--- src/rtl/c_element_hs_arbiter.sv ---
// c_element_hs_arbiter: shares one external C element among N clocked
// requesters. It arbitrates round-robin, clears the element, raises its `a`
// input, waits for the synchronized `o` output, and returns a per-requester
// acknowledge. A stuck element is reported with a one-cycle error pulse.
//
// state   | meaning
// --------+-----------------------------------------------------------
// IDLE    | no transaction; sample requests and pick the next winner
// CLEAR   | hold the element in reset for CLR_CYCLES cycles
// RAISE   | raise `a`, load the timeout counter
// WAIT_HI | wait for the element output to rise (timed)
// ACKED   | acknowledge held until the winner drops its request
// LOWER   | drop `a`, load the timeout counter
// WAIT_LO | wait for the element output to fall (timed)
// ABORT   | one-cycle error pulse, element forced back into reset
module c_element_hs_arbiter #(
  parameter int N           = 4,
  parameter int CLR_CYCLES  = 2,
  parameter int TIMEOUT     = 255,
  parameter int SYNC_STAGES = 2
) (
  input  logic         clk,
  input  logic         rst_n,
  input  logic [N-1:0] req_i,
  output logic [N-1:0] gnt_o,
  output logic [N-1:0] ack_o,
  output logic [N-1:0] err_o,
  output logic         c_a_o,
  output logic         c_rst_o,
  input  logic         c_o_i,
  output logic         busy_o
);

  localparam int PW  = $clog2(N);
  localparam int CLW = $clog2(CLR_CYCLES + 1);
  localparam int TW  = $clog2(TIMEOUT + 1);

  typedef enum logic [2:0] {
    S_IDLE,
    S_CLEAR,
    S_RAISE,
    S_WAIT_HI,
    S_ACKED,
    S_LOWER,
    S_WAIT_LO,
    S_ABORT
  } state_t;

  state_t                 state_q, state_d;
  logic [PW-1:0]          g_q, g_d;
  logic [PW-1:0]          ptr_q, ptr_d;
  logic [PW-1:0]          pick;
  logic [PW-1:0]          ptr_next;
  logic [CLW-1:0]         clr_cnt_q, clr_cnt_d;
  logic [TW-1:0]          to_cnt_q, to_cnt_d;
  logic [SYNC_STAGES-1:0] sync_q;
  logic                   c_o_s;
  logic [N-1:0]           g_oh;
  logic                   c_a_q;
  logic                   c_rst_q;

  // Bring the asynchronous element output into the clk domain.
  always_ff @(posedge clk or negedge rst_n) begin
    if (!rst_n) begin
      sync_q <= '0;
    end else begin
      sync_q <= {sync_q[SYNC_STAGES-2:0], c_o_i};
    end
  end

  assign c_o_s = sync_q[SYNC_STAGES-1];

  // Round-robin search: first requester at or above the pointer, wrapping.
  // Scanning from the far end lets the nearest candidate overwrite the rest.
  always_comb begin
    int sum;
    logic [PW-1:0] idx;
    pick = ptr_q;
    sum  = 0;
    idx  = '0;
    for (int k = N - 1; k >= 0; k--) begin
      sum = int'(ptr_q) + k;
      if (sum >= N) sum = sum - N;
      idx = PW'(sum);
      if (req_i[idx]) pick = idx;
    end
  end

  assign ptr_next = (g_q == PW'(N - 1)) ? '0 : g_q + PW'(1);

  // State, winner, pointer and counters.
  always_ff @(posedge clk or negedge rst_n) begin
    if (!rst_n) begin
      state_q   <= S_IDLE;
      g_q       <= '0;
      ptr_q     <= '0;
      clr_cnt_q <= '0;
      to_cnt_q  <= '0;
    end else begin
      state_q   <= state_d;
      g_q       <= g_d;
      ptr_q     <= ptr_d;
      clr_cnt_q <= clr_cnt_d;
      to_cnt_q  <= to_cnt_d;
    end
  end

  // Next-state logic; the timeout expires on the cycle the count would hit 0.
  always_comb begin
    state_d   = state_q;
    g_d       = g_q;
    ptr_d     = ptr_q;
    clr_cnt_d = clr_cnt_q;
    to_cnt_d  = to_cnt_q;
    unique case (state_q)
      S_IDLE: begin
        if (|req_i) begin
          g_d       = pick;
          clr_cnt_d = CLW'(CLR_CYCLES - 1);
          state_d   = S_CLEAR;
        end
      end
      S_CLEAR: begin
        if (clr_cnt_q == '0) begin
          state_d = S_RAISE;
        end else begin
          clr_cnt_d = clr_cnt_q - CLW'(1);
        end
      end
      S_RAISE: begin
        to_cnt_d = TW'(TIMEOUT);
        state_d  = S_WAIT_HI;
      end
      S_WAIT_HI: begin
        if (c_o_s) begin
          state_d = S_ACKED;
        end else if (to_cnt_q <= TW'(1)) begin
          to_cnt_d = '0;
          state_d  = S_ABORT;
        end else begin
          to_cnt_d = to_cnt_q - TW'(1);
        end
      end
      S_ACKED: begin
        if (!req_i[g_q]) state_d = S_LOWER;
      end
      S_LOWER: begin
        to_cnt_d = TW'(TIMEOUT);
        state_d  = S_WAIT_LO;
      end
      S_WAIT_LO: begin
        if (!c_o_s) begin
          ptr_d   = ptr_next;
          state_d = S_IDLE;
        end else if (to_cnt_q <= TW'(1)) begin
          to_cnt_d = '0;
          state_d  = S_ABORT;
        end else begin
          to_cnt_d = to_cnt_q - TW'(1);
        end
      end
      S_ABORT: begin
        ptr_d   = ptr_next;
        state_d = S_IDLE;
      end
      default: state_d = S_IDLE;
    endcase
  end

  // Element drives come straight from flops so the asynchronous element never
  // sees decode glitches. The element is held in reset during rst_n and for
  // the first cycle after release.
  always_ff @(posedge clk or negedge rst_n) begin
    if (!rst_n) begin
      c_a_q   <= 1'b0;
      c_rst_q <= 1'b1;
    end else begin
      c_a_q   <= state_d inside {S_RAISE, S_WAIT_HI, S_ACKED};
      c_rst_q <= state_d inside {S_CLEAR, S_ABORT};
    end
  end

  // One-hot view of the current winner.
  always_comb begin
    g_oh      = '0;
    g_oh[g_q] = 1'b1;
  end

  assign busy_o  = (state_q != S_IDLE);
  assign gnt_o   = busy_o ? g_oh : '0;
  assign ack_o   = (state_q inside {S_ACKED, S_LOWER, S_WAIT_LO}) ? g_oh : '0;
  assign err_o   = (state_q == S_ABORT) ? g_oh : '0;
  assign c_a_o   = c_a_q;
  assign c_rst_o = c_rst_q;

endmodule

--- config.mk ---
export PLATFORM = sky130hd
export DESIGN_NAME = c_element_hs_arbiter
export DESIGN_NICKNAME = d
export VERILOG_FILES = /design/src/rtl/c_element_hs_arbiter.sv
export SDC_FILE = /design/constraint.sdc
export NUM_CORES = 1
export LEC_CHECK = 0
export ABC_CLOCK_PERIOD_IN_PS = 2200
export CORE_MARGIN = 2
export CORE_UTILIZATION = 36
export DETAILED_ROUTE_END_ITERATION = 10
export PLACE_DENSITY = 0.69
export SETUP_SLACK_MARGIN = 0.1
export SYNTH_ARGS = -nofsm -noshare
export SYNTH_HDL_FRONTEND = slang
export SYNTH_SLANG_ARGS = --single-unit
--- constraint.sdc ---
create_clock -name clk -period 2.2 [get_ports clk]
set_input_delay 0.55 -clock clk [delete_from_list [all_inputs] [get_ports clk]]
set_output_delay 0.55 -clock clk [all_outputs]
set_load 0.02 [all_outputs]
==> results of run 1 <==
-- layout by cell type (no fill, tap or decap), types with 2 or more instances in the layout --
cell,Yosys,layout
clkdlybuf4s50_1,0,4
nor4_1,2,2
nand2b_1,2,2
dfrtp_2,0,2
nor2b_1,4,4
inv_1,10,10
buf_2,2,2
a21oi_1,17,17
clkbuf_2,0,9
dfrtp_1,20,18
clkbuf_8,0,3
nor2_1,19,19
and3_1,5,5
clkdlybuf4s15_1,0,3
and2_1,9,9
o21ai_0,12,12
buf_4,0,13
nand3_1,2,2
nor3_1,2,2
mux2_2,3,3
ha_1,7,7
dlygate4sd2_1,0,3
nand2_1,11,11
-- stage by stage --
stage / instances / hold slack, ns
after floorplan: 157 / 0.254
after global placement: 235 / 0.336
after detailed placement: 235 / 0.346
after CTS: 239 / 0.363
after global routing: 239 / 0.370
final: 239 / 0.360
-- logic make-up (layout without fill, tap and decap cells) --
| group | Yosys count | count (layout) | synth area share (%) |
|---|---|---|---|
| AOI/OAI and AO/OA | 41 | 41 | 18.6 |
| xor gates and xnor gates | 1 | 1 | 0.639 |
| adders and majority gates | 7 | 7 | 6.39 |
| buffers and inverters | 15 | 49 | 4.29 |
| DFF | 21 | 21 | 38.4 |
| muxes | 5 | 5 | 5.20 |
| and+or+nand+nor | 67 | 67 | 26.4 |
-- registers in the layout, summed over array words and instances, names as in the netlist --
signal / count
state_q: 3
c_rst_o: 1
c_a_o: 1
ptr_q: 2
clr_cnt_q: 2
sync_q: 2
to_cnt_q: 8
g_q: 2
-- layer usage --
| layer | wire [um] | share of wire, % | track usage (%) | vias up |
|---|---|---|---|---|
| met5 | 0 | 0 | 0 | - |
| met4 | 53 | 1.7 | 6.25 | 0 |
| met3 | 97 | 3.1 | 2.57 | 4 |
| met2 | 1610 | 51 | 29.8 | 29 |
| met1 | 1410 | 44 | 18.0 | 601 |
| li1 | - | - | - | 616 |
-- area by class of cell --
type / instances / area share, %
Timing Repair Buffer: 35 / 15.5
Multi-Input combinational cell: 121 / 45.7
Sequential cell: 21 / 30.5
Tap cell: 48 / 3.47
Clock buffer: 4 / 2.60
Inverter: 10 / 2.17
-- worst register-to-register path, stage by stage, from the launching register on --
cell,delay (ns)
dfrtp_2,0.41
mux4_2,0.52
nor3b_2,0.16
o31a_2,0.15
or3b_4,0.39
mux2_4,0.31
-- where the power goes --
part	switching [uW]	total, uW	internal (uW)
registers	120	642	522
logic	650	1230	585
clock network	121	250	129
total	891	2130	1240
-- what timing repair did --
item | in CTS | in global routing
resized for setup | 29 | 19
hold buffers | 0 | 0
endpoints found under the hold margin | 0 | 0
endpoints found under the setup margin | 15 | 12
pin swaps | 2 | 2
-- worst max-delay path by stage --
| stage | end | slack (ns) |
|---|---|---|
| finish | clr_cnt_q[1] | 0.14 |
| global route | clr_cnt_q[1] | 0.08 |
| detailed placement | clr_cnt_q[1] | -0.41 |
| floorplan | clr_cnt_q[1] | 0.10 |
| CTS | gnt_o[3] | 0.09 |
| global placement | clr_cnt_q[1] | -0.35 |
==> summary.txt, run 1 <==
RR Endpoint -> clr_cnt_q[1]
nets -> 206
yosys warns -> 0
# H-tree levels -> 1
share of cells above drive strength 1 -> 23.0%
TritonRoute pass-1 iters -> 4
initial detailed-routing violation count -> 37
Crit Path Max Fanout -> 2
worst setup slack after placement -> -0.415 ns
ys flop type -> dfrtp_1
Worst-Skew Late Latency -> 0.26 ns
synthesized area -> 1370 sq um
DR vias/cell -> 5.23
top cell family by delay on the critical path -> multiplexers
TritonCTS clock tree -> done
nature of the critical path endpoint -> register
Synthesized Nets -> 171
Worst R2R Start -> g_q[1]
Crit path depth -> 6
most common cell in the netlist -> dfrtp_1
number of buffers created by CTS -> 3
Antenna Cells -> 0
worst min path class -> reg2reg
setup TNS -> 0 ns
critical path data required time -> 2.34 ns
Seq/Total Area, Yosys -> 38.4%
I/O Pins -> 22
status -> complete, no violations
Clock Tree Root -> clkbuf_8
initial antenna violation count -> 0
I/O Buffers -> 21
DR DRC count -> 0
final worst setup slack -> 0.141 ns
Worst path slowest cell -> mux4_2
Reg clk slew, reported paths -> 0.07 ns
final slew viol count -> 0
post-layout min period -> 2.06 ns
crit path from -> req_i[1]
power per cell area -> 1230 nW/um^2
P_leak -> 0.000789 uW
WL final -> 3170 um
worst hold path depth -> 0
number of global-route vias before repair -> 1238
synth unique cells -> 44
footprint of the multi-input gates -> 792 sq um
final setup vio count -> 0
HPWL after DPL -> 2430 um
Die Ht -> 65.7 um
placed cell area -> 1740 sq um
number of flops mapped to enable cells by yosys -> 0
r2r setup slk -> 0.15 ns
post-route ant nets -> 0
RSZ-0062 raised after global routing -> true
CTS Sinks -> 21
Synth Register Bits -> 21
Crit Path Category -> in2reg
worst r2r path cells -> 5
Crit path largest cell delay -> 0.47 ns
largest net degree at the start of global routing -> 22
Max rail drop VDD -> 0.771 mV
full die area -> 4320 sq um
total track usage -> 16.0%
Critical Path Start Type -> primary input
final hold vios -> 0
storage element area -> 529 sq um
max cap viols -> 0
first-pass GRT wire length -> 5280 um
core area -> 3660 sq um
area share of the largest cell type after synthesis -> 36.5%
max_slew headroom -> 52.9%
FMAX -> 0.486 GHz
row count -> 22
Vias -> 1250
Final Util -> 47.3%
FILL cells -> 359
CP cell instances -> clkdlybuf4s15_1, mux4_2, nor3b_2, o31a_2, or3b_4, mux2_4
Area Growth Syn to Fin -> 26.5%
top post-synthesis cells by count -> dfrtp_1 (20), nor2_1 (19), a21oi_1 (17), o21ai_0 (12), nand2_1 (11)
Starting Density -> 37.4%
Hold Path Sink -> sync_q[1]
main area contributors after synthesis -> dfrtp_1 (37%), ha_1 (6.4%), a21oi_1 (6.2%)
deepest clock path buffer count -> 2
hold_sp -> sync_q[0]
GRT overflow -> 0
Setup Skew -> 0.00200 ns
Final Cycle Share -> 93.6%
WL per Instance -> 13.3 um
post-CTS setup buffer count -> 0
die width -> 65.7 um
power consumption -> 2130 uW
Post-Synthesis Cells -> 157
Avg Inst Size Synth -> 8.73 sq um
Yosys top cell by area -> dfrtp_1
CP Data Arrival Time -> 2.20 ns
Worst-Margin Slew -> 0.696 ns
ys async rst share -> 100%
Placer Congestion -> 0.854
Buf+Inv Stages, Crit Path -> 1
final instance area -> 1730 sq um
(Power assumes the default switching activity.)
==> inputs of run 2 (changes only) <==
Settings changed: CORE_ASPECT_RATIO set to 0.6, CORE_UTILIZATION 36 to 34, PLACE_DENSITY 0.69 to 0.66, SETUP_SLACK_MARGIN 0.1 to not set.
==> run 2 against run 1 <==
Critical path depth stayed put. Final cell count is 0.42% lower. Wire length is 10% higher. Clock power hardly changed. Total power is 0.27% lower. Utilization is 0.71 points lower.
==> summary.txt, run 2 (synthesis results as in run 1) <==
status -> complete, no violations
die width -> 86.0 um
Reg clk slew, reported paths -> 0.08 ns
post-layout min period -> 2.15 ns
total track usage -> 16.4%
crit path from -> req_i[3]
Worst-Skew Late Latency -> 0.26 ns
deepest clock path buffer count -> 2
Crit Path Max Fanout -> 2
share of cells above drive strength 1 -> 16.8%
final hold vios -> 0
post-route ant nets -> 0
DR vias/cell -> 5.31
WL final -> 3490 um
number of global-route vias before repair -> 1229
Die Ht -> 53.2 um
worst r2r path cells -> 5
TritonCTS clock tree -> done
GRT overflow -> 0
DR DRC count -> 0
P_leak -> 0.000821 uW
Max rail drop VDD -> 0.667 mV
Hold Path Sink -> sync_q[1]
FMAX -> 0.465 GHz
full die area -> 4570 sq um
Critical Path Start Type -> primary input
nature of the critical path endpoint -> register
Antenna Cells -> 0
first-pass GRT wire length -> 5740 um
I/O Pins -> 22
TritonRoute pass-1 iters -> 6
Reg with most FFs -> to_cnt_q
CP Data Arrival Time -> 2.30 ns
power per cell area -> 1210 nW/um^2
RR Endpoint -> clr_cnt_q[1]
Setup Skew -> 0.00508 ns
final worst setup slack -> 0.0518 ns
HPWL after DPL -> 2690 um
row count -> 17
critical path data required time -> 2.35 ns
CTS Sinks -> 21
# H-tree levels -> 1
final slew viol count -> 0
initial antenna violation count -> 0
r2r setup slk -> 0.10 ns
I/O Buffers -> 21
Area Growth Syn to Fin -> 28.1%
max_slew headroom -> 72.8%
initial detailed-routing violation count -> 125
Final Cycle Share -> 97.6%
commonest non-fill, non-tap cell in the layout -> dfrtp_1
nets -> 206
WL per Instance -> 14.7 um
Starting Density -> 36.4%
top flop regs -> to_cnt_q: 8 flops, state_q: 3 flops
max cap viols -> 0
Placer Congestion -> 0.866
core area -> 3760 sq um
final setup vio count -> 0
worst hold path depth -> 0
number of flip-flops under the largest register name -> 8
worst setup slack after placement -> -0.435 ns
largest net degree at the start of global routing -> 17
Crit Path Category -> in2reg
most frequent cells in the layout -> dfrtp_1 (20), nor2_1 (19), a21oi_1 (17), dlygate4sd2_1 (17), buf_4 (14)
FILL cells -> 356
Vias -> 1264
number of buffers created by CTS -> 3
worst min path class -> reg2reg
hold_sp -> sync_q[0]
Clock Tree Root -> clkbuf_8
Worst-Margin Slew -> 0.405 ns
hold slack -> 0.353 ns
RSZ-0062 raised after global routing -> false
power consumption -> 2120 uW
setup TNS -> 0 ns
Worst R2R Start -> g_q[1]
run 2: cell types whose count changed in the layout (fill, tap and decap cells not counted):
cell	delta
dfrtp_2	-2
clkinv_2	+1
clkbuf_2	-9
clkbuf_1	-1
clkdlybuf4s15_1	-3
dfrtp_1	+2
buf_4	+1
buf_12	-1
dlygate4sd2_1	+14
buf_2	-2
run 2: worst max-delay path by stage:
stage,end,slack [ns]
after floorplan,clr_cnt_q[1],0.10
after global placement,clr_cnt_q[1],-0.35
after detailed placement,clr_cnt_q[1],-0.44
after CTS,gnt_o[3],0.007
after global routing,gnt_o[1],0.02
final,clr_cnt_q[1],0.05
run 2: area by class of cell:
cell class / instances / area (sq um) / area share (%)
clock buffers: 3 / 41.3 / 2.35
clock inverters: 1 / 5.00 / 0.285
inverters: 10 / 37.5 / 2.14
multi-input cells: 121 / 792 / 45.1
flip-flops and latches: 21 / 527 / 30.0
well taps: 47 / 58.8 / 3.35
repair buffers: 35 / 294 / 16.7
run 2: worst max-delay path, stage by stage:
cell and delay (ns):
dlygate4sd2_1 0.24, mux4_2 0.48, nor3b_2 0.18, o31a_2 0.16, or3b_4 0.39, mux2_4 0.30
run 2: timing repair:
action                                 4_1_cts  5_1_grt
gates resized for setup                     18        1
hold buffers                                 0        0
cloned                                       0        0
endpoints found under the hold margin        0        0
setup endpoints to repair                   14        4
setup buffers                                0        0
run 2: power by group:
group          switching, uW  internal [uW]
clock network            125            126
registers                113            519
logic                    669            568
total                    908           1210
run 2: metrics by stage:
step,util [%],cell area (sq um),cells
6_report,46.6,1760,238
5_1_grt,46.6,1760,238
4_1_cts,46.5,1750,238
3_5_place_dp,45.8,1720,234
3_3_place_gp,45.8,1720,234
2_1_floorplan,-,1370,157
run 2: per-layer routing:
metal | vias up | global-route usage (%) | wire length (um) | part of all wire, %
met2 | 29 | 24.8 | 1520 | 43
met5 | - | 0 | 0 | 0
met3 | 4 | 4.06 | 170 | 4.9
met4 | 0 | 3.97 | 25 | 0.72
met1 | 613 | 23.6 | 1780 | 51
li1 | 618 | - | - | -
